--- config.mk ---
export PLATFORM = sky130hd
export DESIGN_NAME = alu_arbiter
export DESIGN_NICKNAME = d
export VERILOG_FILES = /design/src/rtl/alu_arbiter.sv
export SDC_FILE = /design/constraint.sdc
export NUM_CORES = 1
export LEC_CHECK = 0
export CAP_MARGIN = 20
export CORE_AREA = 3 3 122 124
export CTS_CLUSTER_DIAMETER = 40
export CTS_CLUSTER_SIZE = 12
export DETAILED_ROUTE_END_ITERATION = 16
export DIE_AREA = 0 0 125 127
export GPL_TIMING_DRIVEN = 0
export PLACE_DENSITY = 0.77
export SKIP_LAST_GASP = 1
export SYNTH_ARGS = -nofsm -noshare
export SYNTH_HDL_FRONTEND = slang
export SYNTH_SLANG_ARGS = --single-unit
--- constraint.sdc ---
create_clock -name clk -period 3.2 [get_ports clk]
set_input_delay 0.64 -clock clk [delete_from_list [all_inputs] [get_ports clk]]
set_output_delay 0.64 -clock clk [all_outputs]
set_load 0.01 [all_outputs]
--- src/rtl/alu_arbiter.sv ---
// alu_arbiter: shares one combinational ALU between two requesters, one operation in flight.
// Build option: define ALU_ARB_FIXED_PRIO_EN for fixed priority (req0 wins ties) instead of round-robin.
//
// state | meaning
// IDLE  | waiting for a request; winner sees ready, its op/operands are latched
// ISSUE | operands held on alu_*; ALU return captured at the end of the cycle
// RESP  | owner sees rsp valid with registered result/flags until it takes them

module alu_arbiter #(
    parameter int DATA_W = 32
) (
    input  logic              clk,
    input  logic              nRst,
    input  logic              req0_valid,
    output logic              req0_ready,
    input  logic [3:0]        req0_op,
    input  logic [DATA_W-1:0] req0_a,
    input  logic [DATA_W-1:0] req0_b,
    input  logic              req1_valid,
    output logic              req1_ready,
    input  logic [3:0]        req1_op,
    input  logic [DATA_W-1:0] req1_a,
    input  logic [DATA_W-1:0] req1_b,
    output logic [3:0]        alu_op,
    output logic [DATA_W-1:0] alu_a,
    output logic [DATA_W-1:0] alu_b,
    input  logic [DATA_W-1:0] alu_result,
    input  logic              alu_negative,
    input  logic              alu_zero,
    output logic              rsp0_valid,
    input  logic              rsp0_ready,
    output logic [DATA_W-1:0] rsp0_result,
    output logic [1:0]        rsp0_flags,
    output logic              rsp1_valid,
    input  logic              rsp1_ready,
    output logic [DATA_W-1:0] rsp1_result,
    output logic [1:0]        rsp1_flags
);

    typedef enum logic [1:0] {
        IDLE  = 2'd0,
        ISSUE = 2'd1,
        RESP  = 2'd2
    } state_t;

    state_t            state;
    state_t            next_state;
    logic              owner;
    logic              grant0;
    logic              grant1;
    logic              accept;
    logic              rsp_done;
    logic [DATA_W-1:0] result_q;
    logic [1:0]        flags_q;

`ifndef ALU_ARB_FIXED_PRIO_EN
    logic              last_grant;
`endif

    always_comb begin
        grant0 = 1'b0;
        grant1 = 1'b0;
        if (req0_valid && req1_valid) begin
`ifdef ALU_ARB_FIXED_PRIO_EN
            grant0 = 1'b1;
`else
            grant0 = last_grant;
            grant1 = !last_grant;
`endif
        end else begin
            grant0 = req0_valid;
            grant1 = req1_valid;
        end
    end

    // ready is gated by nRst so nothing is offered while reset is held
    assign accept   = (state == IDLE) && nRst && (grant0 || grant1);
    assign rsp_done = owner ? rsp1_ready : rsp0_ready;

    always_ff @(posedge clk or negedge nRst) begin
        if (!nRst) begin
            state <= IDLE;
        end else begin
            state <= next_state;
        end
    end

    always_comb begin
        next_state = state;
        case (state)
            IDLE:    if (accept) next_state = ISSUE;
            ISSUE:   next_state = RESP;
            RESP:    if (rsp_done) next_state = IDLE;
            default: next_state = IDLE;
        endcase
    end

    always_comb begin
        req0_ready = 1'b0;
        req1_ready = 1'b0;
        rsp0_valid = 1'b0;
        rsp1_valid = 1'b0;
        if (state == IDLE && nRst) begin
            req0_ready = grant0;
            req1_ready = grant1;
        end
        if (state == RESP) begin
            rsp0_valid = !owner;
            rsp1_valid = owner;
        end
    end

    always_ff @(posedge clk or negedge nRst) begin
        if (!nRst) begin
            alu_op   <= 4'd0;
            alu_a    <= '0;
            alu_b    <= '0;
            owner    <= 1'b0;
            result_q <= '0;
            flags_q  <= 2'b00;
        end else begin
            if (accept) begin
                alu_op <= grant1 ? req1_op : req0_op;
                alu_a  <= grant1 ? req1_a  : req0_a;
                alu_b  <= grant1 ? req1_b  : req0_b;
                owner  <= grant1;
            end
            if (state == ISSUE) begin
                result_q <= alu_result;
                flags_q  <= {alu_negative, alu_zero};
            end
        end
    end

`ifndef ALU_ARB_FIXED_PRIO_EN
    // reset value 1 makes req0 the first tie winner
    always_ff @(posedge clk or negedge nRst) begin
        if (!nRst) begin
            last_grant <= 1'b1;
        end else if (accept) begin
            last_grant <= grant1;
        end
    end
`endif

    assign rsp0_result = result_q;
    assign rsp1_result = result_q;
    assign rsp0_flags  = flags_q;
    assign rsp1_flags  = flags_q;

endmodule

==> results of run 1 <==
[per-layer routing]
| layer | up-vias | part of all wire |
|---|---|---|
| met5 | - | 0 |
| met4 | 0 | 0.023 |
| met3 | 29 | 0.068 |
| met2 | 206 | 0.51 |
| met1 | 2238 | 0.39 |
| li1 | 2091 | - |
[cell type report]
cell class | instances | area (µm²) | area share
well taps | 180 | 225 | 0.0266
clock inverters | 6 | 42.5 | 0.00502
repair buffers | 316 | 3180 | 0.375
clock buffers | 9 | 225 | 0.0266
inverters | 2 | 7.51 | 0.000885
flip-flops and latches | 106 | 2650 | 0.313
plain buffers | 76 | 452 | 0.0533
multi-input cells | 188 | 1690 | 0.200
[stage by stage]
stage / power (mW) / TNS, ns / std cells / area, µm²
2_1_floorplan: 4.26 / 0 / 372 / 4800
3_3_place_gp: 6.56 / -475.88 / 867 / 8180
3_5_place_dp: 6.67 / -0.0923 / 868 / 8210
4_1_cts: 7.71 / 0 / 883 / 8480
5_1_grt: 8.06 / 0 / 883 / 8480
6_report: 7.63 / 0 / 883 / 8480
[registers in the layout (all words and copies together) (netlist names)]
| name | flops |
|---|---|
| rsp0_flags | 2 |
| alu_b | 32 |
| rsp0_result | 32 |
| state | 2 |
| last_grant | 1 |
| alu_a | 32 |
| alu_op | 4 |
| owner | 1 |
[layout by cell type, fill, tap and decap left out, types with 2 or more instances in the layout]
cell	count
clkdlybuf4s50_1	313
dfrtp_1	105
o32ai_1	68
a2bb2oi_1	68
buf_4	36
mux2_2	35
clkbuf_1	23
buf_2	14
clkbuf_16	9
nor2_1	5
nand2b_1	2
clkbuf_2	2
buf_6	2
clkinv_2	2
inv_6	2
clkinvlp_4	2
[logic make-up after synthesis]
logic type             share of synthesized area
AO/OA/AOI/OAI                              0.255
flip-flops                                 0.552
buffers and inverters                     0.0951
AND/OR/NAND/NOR                           0.0151
multiplexers                              0.0821
[worst max-delay path by stage]
stage | end | from
CTS | req0_ready | req1_valid
detailed placement | req0_ready | req1_valid
floorplan | req0_ready | req1_valid
finish | req0_ready | req1_valid
global placement | req0_ready | nRst
global route | req0_ready | req0_valid
[power groups by stage]
stage | combinational, mW | clock, mW | sequential, mW
final | 4.18 | 1.01 | 2.44
after global routing | 4.44 | 1.11 | 2.52
after CTS | 4.23 | 1.04 | 2.44
after detailed placement | 4.22 | 0 | 2.45
after global placement | 4.13 | 0 | 2.42
after floorplan | 1.59 | 0 | 2.66
[synthesized netlist by cell type (2+ instances only)]
master and instances:
nand2b_1 2, buf_4 35, dfrtp_1 105, nor2_1 5, buf_2 14, mux2_2 35
clkbuf_1 25, buf_6 2, o32ai_1 68, a2bb2oi_1 68
[what timing repair did]
item	in CTS	in global routing
resized for setup	1	3
endpoints found under the hold margin	0	0
pin swaps	0	0
setup endpoints to repair	1	2
cloned	0	0
[critical path, delay by kind of cell]
family,cells,cell delay [ns]
buf+inv,4,1.44
simple gates,2,0.31
==> Implementation_results.wiki, run 1 <==
{| class="wikitable"
! Metric !! Value
|-
| Worst flop-to-flop path startpoint || last_grant$_DFFE_PN1P_
|-
| Leakage || 3.34 nW
|-
| Result of the run || finished, final reports clean
|-
| Reported net switching power || 2.52 mW
|-
| Reg-to-reg setup timing slack || 1.46 ns
|-
| Fin crit share || 0.952
|-
| Post-layout net count || 875
|-
| Worst Hold Margin || 0.292 ns
|-
| Detailed placement HPWL || 13.9 mm
|-
| Avg WL per Cell || 19.8 µm
|-
| CP required || 2.56 ns
|-
| Switching Fraction || 0.331
|-
| Worst setup slack after layout || 0.154 ns
|-
| Initial drt markers || 230
|-
| Largest vdd supply drop || 473 µV
|-
| Syn_nets || 548
|-
| Minimum clock period || 3.05 ns
|-
| Pin count of the biggest net entering global routing || 64
|-
| Share of power burned in combinational logic || 0.548
|-
| Core area || 13900 µm²
|-
| Core Util, Final || 0.611
|-
| Die width || 125 µm
|-
| Slew @ Worst Pin || 0.570 ns
|-
| Number of max-slew violations in the final report || 0
|-
| Met1 Resource Use GR || 0.257
|-
| Largest area contributor in the synthesized netlist || dfrtp_1
|-
| Series of cell instances along the critical path || clkdlybuf4s50_1, nor2b_1, clkbuf_2, clkbuf_2, nor3_1, clkdlybuf4s50_1
|-
| Number of antenna violations at the first check in global routing || 0
|-
| Number of flops mapped to enable cells by yosys || 0
|-
| Cells after synthesis || 372
|-
| Total wirelength of the detailed-routed design || 17.4 mm
|-
| Proportion of power drawn by flip-flops and latches || 0.320
|-
| Critical R2R Capture || alu_b[13]$_DFFE_PN0P_
|-
| Top Usage Layer GRT || met2
|-
| Internal Dissipation || 5.11 mW
|-
| Power per unit of standard cell area || 900 nW/µm²
|-
| Starting density of the core || 0.346
|-
| Filler instances || 1120
|-
| Number of routed nets with antenna violations || 0
|-
| Highest clock frequency the design can meet || 328 MHz
|-
| CTS Hold Buffers Added || 0
|-
| Grt ovf || 0
|-
| Worst setup slack after placement || -0.0923 ns
|-
| Top_reg_cell synth || dfrtp_1
|-
| Number of warnings reported in the yosys synthesis log || 0
|-
| Count of H-tree levels built during CTS || 3
|-
| Mean Syn Cell Area || 12.9 µm²
|-
| Setup-violating endpoint count in the final report || 0
|-
| Max Cap Viol || 0
|-
| GRT met3 Usage || 0.0661
|-
| Later-pin clock latency in the skew report || 0.35 ns
|-
| Crit-path max cell delay || 0.58 ns
|-
| Number of port buffers || 315
|-
| Inserted Clock Buffers || 9
|-
| Top-level port count || 316
|-
| Number of flip-flops and latches in the synthesized netlist || 106
|-
| Type of the worst min-delay path || in -> async
|-
| Max Clock Skew || 0.00649 ns
|-
| Share of total power in the clock network || 0.133
|-
| Synth area leaders || dfrtp_1 55%, a2bb2oi_1 12%, o32ai_1 12%
|-
| Clock net sink count || 106
|-
| Critical Path Sink Type || primary output
|-
| Final hold vios || 0
|-
| Proportion of synthesized flip-flops having asynchronous set or reset || 1.00
|-
| CP Data Arrival Time || 2.41 ns
|-
| Layout overhead on the synthesized area || 76.5%
|-
| RSZ-0062 raised after global routing || false
|-
| Fraction of layout instances using a drive strength above 1 || 0.155
|-
| Total via count after detailed routing || 4564
|-
| Number of global-route vias before repair || 4921
|-
| Summed instance area of the synthesized netlist || 4800 µm²
|-
| Antenna diode count || 0
|-
| Post-CTS Setup Repair Bufs || 0
|-
| Vias per cell || 5.17
|-
| Die H || 127 µm
|-
| Launching element type of the critical path || primary input
|-
| Global placement routability congestion || 0.965
|-
| CTS tree || built
|-
| Part of the Yosys area used for sequential elements || 0.552
|-
| Relative max-transition margin || 0.620
|-
| Crit path max fanout || 10
|-
| Longest Clk Path Bufs || 2
|-
| Overall routing resource usage || 0.214
|-
| Number of cells on the worst reg-to-reg path || 5
|-
| Number of core rows || 43
|-
| Post-synth top area share || 0.547
|-
| Clock tree root buffer cell || clkbuf_16
|-
| Die area || 15900 µm²
|-
| Remaining routing DRC violations || 0
|-
| Initial DRT Pass Iterations || 4
|-
| Met2 Use GR || 0.373
|-
| Critical path class || in -> out
|-
| Wire length of the first global-routing pass || 27.1 mm
|-
| Netlist cell types || 23
|-
| Critical-path cell with the highest stage delay || clkdlybuf4s50_1
|-
| Clock slew at reported path FFs || 0.07 ns
|}
Note: power is estimated with default switching activity, not from simulation.
==> run 2: changes to the inputs <==
--- a/config.mk
+++ b/config.mk
@@ -5,7 +5,7 @@
 export SDC_FILE = /design/constraint.sdc
 export NUM_CORES = 1
 export LEC_CHECK = 0
-export CAP_MARGIN = 20
+export CAP_MARGIN = 0
 export CORE_AREA = 3 3 122 124
 export CTS_CLUSTER_DIAMETER = 40
 export CTS_CLUSTER_SIZE = 12
==> run 2 against run 1 <==
- critical path depth did not move
- clock power barely moved
- critical endpoint unchanged
- cell area did not move
- setup slack did not move
- combinational power barely moved
- sequential share of layout area did not move
- largest power group unchanged
- wire length did not move
==> Implementation_results.wiki, run 2 (synthesis results as in run 1) <==
{| class="wikitable"
! Metric !! Value
|-
| Max Cap Viol || 0 (unchanged)
|-
| Type of the worst min-delay path || in -> async (unchanged)
|-
| Overall routing resource usage || 0.214 (unchanged)
|-
| Filler instances || 1120 (unchanged)
|-
| Number of cells after detailed placement || 868 (unchanged)
|-
| Leading cell types in the layout, fill and taps excluded || 313 x clkdlybuf4s50_1, 105 x dfrtp_1, 68 x o32ai_1, 68 x a2bb2oi_1, 36 x buf_4 (unchanged)
|-
| Top-level port count || 316 (unchanged)
|-
| Highest clock frequency the design can meet || 328 MHz (unchanged)
|-
| Initial drt markers || 230 (unchanged)
|-
| Clock tree root buffer cell || clkbuf_16 (unchanged)
|-
| Pin count of the biggest net entering global routing || 64 (unchanged)
|-
| Die width || 125 µm (unchanged)
|-
| Max Clock Skew || 0.00649 ns (unchanged)
|-
| CTS tree || built (unchanged)
|-
| Final hold vios || 0 (unchanged)
|-
| Antenna diode count || 0 (unchanged)
|-
| Fin crit share || 0.952 (unchanged)
|-
| CTS Hold Buffers Added || 0 (unchanged)
|-
| Slew @ Worst Pin || 0.570 ns (unchanged)
|-
| Post-CTS Setup Repair Bufs || 0 (unchanged)
|-
| Result of the run || finished, final reports clean (unchanged)
|-
| Avg WL per Cell || 19.8 µm (unchanged)
|-
| Relative max-transition margin || 0.620 (unchanged)
|-
| Leakage || 3.34 nW (unchanged)
|-
| CP Data Arrival Time || 2.41 ns (about the same)
|-
| Number of global-route vias before repair || 4921 (unchanged)
|-
| Post-layout net count || 875 (unchanged)
|-
| Detailed placement HPWL || 13.9 mm (unchanged)
|-
| RSZ-0062 raised after global routing || false (unchanged)
|-
| Sum of buffers and inverters on the critical path || 4 (unchanged)
|-
| Number of max-slew violations in the final report || 0 (unchanged)
|-
| Series of cell instances along the critical path || clkdlybuf4s50_1, nor2b_1, clkbuf_2, clkbuf_2, nor3_1, clkdlybuf4s50_1 (unchanged)
|-
| Area taken by flip-flops and latches || 2650 µm² (unchanged)
|-
| Remaining routing DRC violations || 0 (unchanged)
|-
| Commonest non-fill, non-tap cell in the layout || clkdlybuf4s50_1 (unchanged)
|-
| Die H || 127 µm (unchanged)
|-
| Critical path class || in -> out (unchanged)
|-
| Largest delay contributor family on the critical path || buffers and inverters (unchanged)
|-
| Crit-path max cell delay || 0.58 ns (about the same)
|-
| Die area || 15900 µm² (unchanged)
|-
| Starting density of the core || 0.346 (unchanged)
|-
| Total via count after detailed routing || 4564 (unchanged)
|-
| Setup-violating endpoint count in the final report || 0 (unchanged)
|-
| Critical Path Sink Type || primary output (unchanged)
|-
| Total power consumption of the routed design || 7.63 mW (unchanged)
|-
| Number of port buffers || 315 (unchanged)
|-
| Core area || 13900 µm² (unchanged)
|-
| Global placement routability congestion || 0.965 (unchanged)
|-
| Later-pin clock latency in the skew report || 0.35 ns (about the same)
|-
| Multi-input gate area || 1690 µm² (unchanged)
|-
| Power per unit of standard cell area || 900 nW/µm² (unchanged)
|-
| Longest Clk Path Bufs || 2 (unchanged)
|-
| Number of antenna violations at the first check in global routing || 0 (unchanged)
|-
| Count of H-tree levels built during CTS || 3 (unchanged)
|-
| Clock net sink count || 106 (unchanged)
|-
| Number of standard cells in the layout, taps in and fillers out || 883 (unchanged)
|-
| Layout overhead on the synthesized area || 76.5% (unchanged)
|-
| CP required || 2.56 ns (about the same)
|-
| Initial DRT Pass Iterations || 4 (unchanged)
|-
| Number of routed nets with antenna violations || 0 (unchanged)
|-
| Critical-path cell with the highest stage delay || clkdlybuf4s50_1 (unchanged)
|-
| Minimum clock period || 3.05 ns (unchanged)
|-
| Wire length of the first global-routing pass || 27.1 mm (unchanged)
|-
| Crit path max fanout || 10 (unchanged)
|-
| Inserted Clock Buffers || 9 (unchanged)
|-
| Launching element type of the critical path || primary input (unchanged)
|-
| Clock slew at reported path FFs || 0.07 ns (about the same)
|-
| Fraction of layout instances using a drive strength above 1 || 0.155 (unchanged)
|-
| Total wirelength of the detailed-routed design || 17.4 mm (unchanged)
|-
| Largest vdd supply drop || 473 µV (unchanged)
|-
| Grt ovf || 0 (unchanged)
|-
| Vias per cell || 5.17 (unchanged)
|-
| Number of core rows || 43 (unchanged)
|}
## run 2: metrics by stage
| step | area (µm²) | hold WS, ns | setup WS [ns] | setup TNS, ns | utilization |
|---|---|---|---|---|---|
| after floorplan | 4800 | 0.344 | 1.22 | 0 | - |
| after CTS | 8480 | 0.298 | 0.00924 | 0 | 0.611 |
| final | 8480 | 0.292 | 0.154 | 0 | 0.611 |
| after global routing | 8480 | 0.322 | 0.00815 | 0 | 0.611 |
| after global placement | 8180 | 0.520 | -3.46 | -475.88 | 0.589 |
| after detailed placement | 8210 | 0.524 | -0.0923 | -0.0923 | 0.591 |
## run 2: timing repair
item,4_1_cts,5_1_grt
setup endpoints to repair,1,2
gates resized for setup,1,3
pin swaps,0,0
## run 2: layout make-up
type	instances	share of cell area
Timing Repair Buffer	316	0.375
Sequential cell	106	0.313
Multi-Input combinational cell	188	0.200
Buffer	76	0.0533
Clock buffer	9	0.0266
Tap cell	180	0.0266
Clock inverter	6	0.00502
Inverter	2	0.000885
## run 2: worst paths after layout
path                                       startpoint  depth (start not counted)                          end  slack (ns)
min in group clk           rsp0_result[4]$_DFFE_PN0N_                          1   rsp0_result[4]$_DFFE_PN0N_        0.54
setup reg to reg               last_grant$_DFFE_PN1P_                          5        alu_b[13]$_DFFE_PN0P_        1.46
hold reg to reg            rsp0_result[4]$_DFFE_PN0N_                          1   rsp0_result[4]$_DFFE_PN0N_        0.54
max in group asynchronous                        nRst                          2        alu_a[18]$_DFFE_PN0P_        2.22
hold / removal                                   nRst                          1  rsp0_result[28]$_DFFE_PN0N_        0.29
setup / recovery                           req1_valid                          6                   req0_ready        0.15
## run 2: where the power goes
group          switching [mW]  internal [mW]  total (mW)  leakage, nW
registers               0.453           1.99        2.44         1.17
logic                    1.58           2.60        4.18         2.04
clock network           0.488          0.526        1.01        0.128
## run 2: routing by layer
| layer | vias up | track usage | share of wire |
|---|---|---|---|
| li1 | 2091 | - | - |
| met1 | 2238 | 0.257 | 0.39 |
| met2 | 206 | 0.373 | 0.51 |
| met3 | 29 | 0.0661 | 0.068 |
| met4 | 0 | 0.0612 | 0.023 |
| met5 | - | 0 | 0 |
==> run 3: changes to the inputs <==
--- a/config.mk
+++ b/config.mk
@@ -5,14 +5,15 @@
 export SDC_FILE = /design/constraint.sdc
 export NUM_CORES = 1
 export LEC_CHECK = 0
+export ABC_AREA = 1
 export CAP_MARGIN = 0
-export CORE_AREA = 3 3 122 124
+export CORE_AREA = 3 3 123 125
 export CTS_CLUSTER_DIAMETER = 40
 export CTS_CLUSTER_SIZE = 12
 export DETAILED_ROUTE_END_ITERATION = 16
-export DIE_AREA = 0 0 125 127
+export DIE_AREA = 0 0 126 128
 export GPL_TIMING_DRIVEN = 0
-export PLACE_DENSITY = 0.77
+export PLACE_DENSITY = 0.8
 export SKIP_LAST_GASP = 1
 export SYNTH_ARGS = -nofsm -noshare
 export SYNTH_HDL_FRONTEND = slang
==> run 3 against run 2 <==
- combinational power rose by 1%
- utilization rose by 3.2 points
- die area rose by 1.6%
- largest cell class unchanged
- worst hold slack got worse by 0.055 ns
- power rose by 1.3%
==> Implementation_results.wiki, run 3 <==
{| class="wikitable"
! Metric !! Value
|-
| Minimum clock period || 3.02 ns (was 3.05 ns)
|-
| Clock tree root buffer cell || clkbuf_16 (unchanged)
|-
| Core area || 14000 µm² (was 13900 µm²)
|-
| Clock net sink count || 106 (unchanged)
|-
| Max Cap Viol || 0 (unchanged)
|-
| RSZ-0062 raised after global routing || false (unchanged)
|-
| Largest vdd supply drop || 331 µV (was 473 µV)
|-
| Total power consumption of the routed design || 7.73 mW (was 7.63 mW)
|-
| Type of the worst min-delay path || in -> async (unchanged)
|-
| Number of cells on the worst reg-to-reg path || 8 (was 5)
|-
| Layout overhead on the synthesized area || 69.1% (was 76.5%)
|-
| Worst setup slack after layout || 0.183 ns (was 0.154 ns)
|-
| Overall routing resource usage || 0.238 (was 0.214)
|-
| Starting density of the core || 0.380 (was 0.346)
|-
| Total via count after detailed routing || 5848 (was 4564)
|-
| Leading cell types in the layout, fill and taps excluded || 416 x nand2_1, 313 x clkdlybuf4s50_1, 105 x dfrtp_1, 103 x nand3_1, 36 x buf_4 (was 313 x clkdlybuf4s50_1, 105 x dfrtp_1, 68 x o32ai_1, 68 x a2bb2oi_1, 36 x buf_4)
|-
| Result of the run || finished, final reports clean (unchanged)
|-
| Slew @ Worst Pin || 0.531 ns (was 0.570 ns)
|-
| Detailed placement HPWL || 15.3 mm (was 13.9 mm)
|-
| Internal Dissipation || 4.89 mW (was 5.11 mW)
|-
| Part of the Yosys area used for sequential elements || 0.499 (was 0.552)
|-
| Number of flip-flops and latches in the synthesized netlist || 106 (unchanged)
|-
| Number of port buffers || 314 (was 315)
|-
| Netlist cell types || 17 (was 23)
|-
| Post-CTS Setup Repair Bufs || 0 (unchanged)
|-
| Number of max-slew violations in the final report || 0 (unchanged)
|-
| Power per unit of standard cell area || 860 nW/µm² (was 900 nW/µm²)
|-
| Launching element type of the critical path || primary input (unchanged)
|-
| Avg WL per Cell || 15.8 µm (was 19.8 µm)
|-
| Number of warnings reported in the yosys synthesis log || 0 (unchanged)
|-
| Share of total power in the clock network || 0.135 (was 0.133)
|-
| CTS Hold Buffers Added || 0 (unchanged)
|-
| Proportion of power drawn by flip-flops and latches || 0.318 (was 0.320)
|-
| Number of routed nets with antenna violations || 0 (unchanged)
|-
| Post-synth top area share || 0.494 (was 0.547)
|-
| Critical path class || in -> out (unchanged)
|-
| Pin count of the biggest net entering global routing || 56 (was 64)
|-
| Highest clock frequency the design can meet || 331 MHz (was 328 MHz)
|-
| Top-level port count || 316 (unchanged)
|-
| Final hold vios || 0 (unchanged)
|-
| Fraction of layout instances using a drive strength above 1 || 0.0863 (was 0.155)
|-
| Vias per cell || 4.74 (was 5.17)
|-
| Worst flop-to-flop path startpoint || last_grant$_DFFE_PN1P_ (unchanged)
|-
| Critical Path Sink Type || primary output (unchanged)
|-
| Number of flops mapped to enable cells by yosys || 0 (unchanged)
|-
| Die H || 128 µm (was 127 µm)
|-
| Remaining routing DRC violations || 0 (unchanged)
|-
| Core Util, Final || 0.643 (was 0.611)
|-
| CTS tree || built (unchanged)
|-
| Number of antenna violations at the first check in global routing || 0 (unchanged)
|-
| Most instantiated library cell after synthesis || nand2_1 (was dfrtp_1)
|-
| Post-layout net count || 1226 (was 875)
|-
| Inserted Clock Buffers || 9 (unchanged)
|-
| Top_reg_cell synth || dfrtp_1 (unchanged)
|-
| Summed instance area of the synthesized netlist || 5320 µm² (was 4800 µm²)
|-
| Syn_nets || 900 (was 548)
|-
| Longest Clk Path Bufs || 2 (unchanged)
|-
| Largest area contributor in the synthesized netlist || dfrtp_1 (unchanged)
|-
| Grt ovf || 0 (unchanged)
|-
| Worst Hold Margin || 0.237 ns (was 0.292 ns)
|-
| Wire length of the first global-routing pass || 30.3 mm (was 27.1 mm)
|-
| Count of H-tree levels built during CTS || 3 (unchanged)
|-
| Share of power burned in combinational logic || 0.547 (was 0.548)
|-
| Clock slew at reported path FFs || 0.07 ns (about the same)
|-
| Proportion of synthesized flip-flops having asynchronous set or reset || 1.00 (unchanged)
|-
| CP required || 2.56 ns (about the same)
|-
| Setup-violating endpoint count in the final report || 0 (unchanged)
|-
| Initial drt markers || 301 (was 230)
|-
| Die area || 16100 µm² (was 15900 µm²)
|-
| Commonest non-fill, non-tap cell in the layout || nand2_1 (was clkdlybuf4s50_1)
|-
| CP Data Arrival Time || 2.38 ns (was 2.41 ns)
|-
| Cells after synthesis || 724 (was 372)
|-
| # resized after CTS || 0 (was 1)
|-
| Relative max-transition margin || 0.646 (was 0.620)
|-
| Antenna diode count || 0 (unchanged)
|-
| Max Clock Skew || 0.00403 ns (was 0.00649 ns)
|-
| Number of core rows || 43 (unchanged)
|-
| Die width || 126 µm (was 125 µm)
|-
| Mean Syn Cell Area || 7.34 µm² (was 12.9 µm²)
|-
| Ranking of synthesized cells by instance count || 417 x nand2_1, 105 x dfrtp_1, 103 x nand3_1 (was 105 x dfrtp_1, 68 x a2bb2oi_1, 68 x o32ai_1)
|-
| Switching Fraction || 0.368 (was 0.331)
|-
| Critical R2R Capture || alu_a[8]$_DFFE_PN0P_ (was alu_b[13]$_DFFE_PN0P_)
|-
| Later-pin clock latency in the skew report || 0.34 ns (was 0.35 ns)
|-
| Leakage || 4.51 nW (was 3.34 nW)
|-
| Reg-to-reg setup timing slack || 1.68 ns (was 1.46 ns)
|-
| Fin crit share || 0.943 (was 0.952)
|-
| Global placement routability congestion || 0.876 (was 0.965)
|-
| Reported net switching power || 2.84 mW (was 2.52 mW)
|-
| Crit path max fanout || 10 (unchanged)
|-
| Total wirelength of the detailed-routed design || 19.4 mm (was 17.4 mm)
|-
| Initial DRT Pass Iterations || 5 (was 4)
|-
| Synth area leaders || dfrtp_1 49%, nand2_1 29%, nand3_1 9.7% (was dfrtp_1 55%, a2bb2oi_1 12%, o32ai_1 12%)
|-
| Worst setup slack after placement || 0.0403 ns (was -0.0923 ns)
|-
| Number of global-route vias before repair || 5720 (was 4921)
|}
[run 3: cell count changes in the layout (fill, tap and decap cells not counted), sizes merged, moves of 2 or more]
cell,previous run,this run
mux2,35,0
inv,4,6
clkbuf,34,23
nand3,0,104
buf,53,72
o32ai,68,0
a2bb2oi,68,0
nor2,6,8
nand2b,2,0
nand2,0,419
[run 3: metrics by stage]
stage                     setup TNS, ns  cells  cell area, µm²
final                                 0   1234            8990
after global routing                  0   1234            8990
after CTS                             0   1234            8980
after detailed placement              0   1219            8710
after global placement          -503.79   1218            8680
after floorplan                       0    724            5320
[run 3: routing by layer]
layer	global-route usage	routed length [µm]	vias up
li1	-	-	2870
met1	0.283	7560	2662
met2	0.408	9550	274
met3	0.0704	1750	42
met4	0.0946	569	0
met5	0	0	-
[run 3: cell type report]
| type | count | area [µm²] |
|---|---|---|
| clock inverters | 2 | 12.5 |
| clock buffers | 13 | 260 |
| inverters | 6 | 22.5 |
| repair buffers | 315 | 3170 |
| well taps | 180 | 225 |
| flip-flops and latches | 106 | 2650 |
| fillers | 1222 | 5000 |
| plain buffers | 80 | 484 |
| multi-input cells | 532 | 2160 |
[run 3: critical path, stage by stage]
cell	delay (ns)
clkdlybuf4s50_1	0.47
nand2_2	0.15
nand2_2	0.13
buf_4	0.21
nor2_1	0.17
clkdlybuf4s50_1	0.60
[run 3: kinds of logic (layout without fill, tap and decap cells)]
logic type,Yosys count,after routing,synth area share
AO/OA/AOI/OAI,1,1,0.000940
buffers and inverters,86,416,0.0953
flip-flops,106,106,0.499
AND/OR/NAND/NOR,531,531,0.405
[run 3: worst max path at each step]
| stage | startpoint | end | cells after the start |
|---|---|---|---|
| after CTS | nRst | req1_ready | 5 |
| after detailed placement | nRst | req1_ready | 5 |
| after global placement | nRst | req1_ready | 4 |
| final | req0_valid | req1_ready | 6 |
| after global routing | req0_valid | req1_ready | 6 |
| after floorplan | req1_valid | req0_ready | 6 |
[run 3: power by group through the flow]
stage	Combinational, mW	Clock (mW)	Sequential, mW
floorplan	1.54	0	2.71
global placement	4.21	0	2.44
detailed placement	4.27	0	2.46
CTS	4.29	1.07	2.46
global route	4.61	1.12	2.54
finish	4.23	1.04	2.46
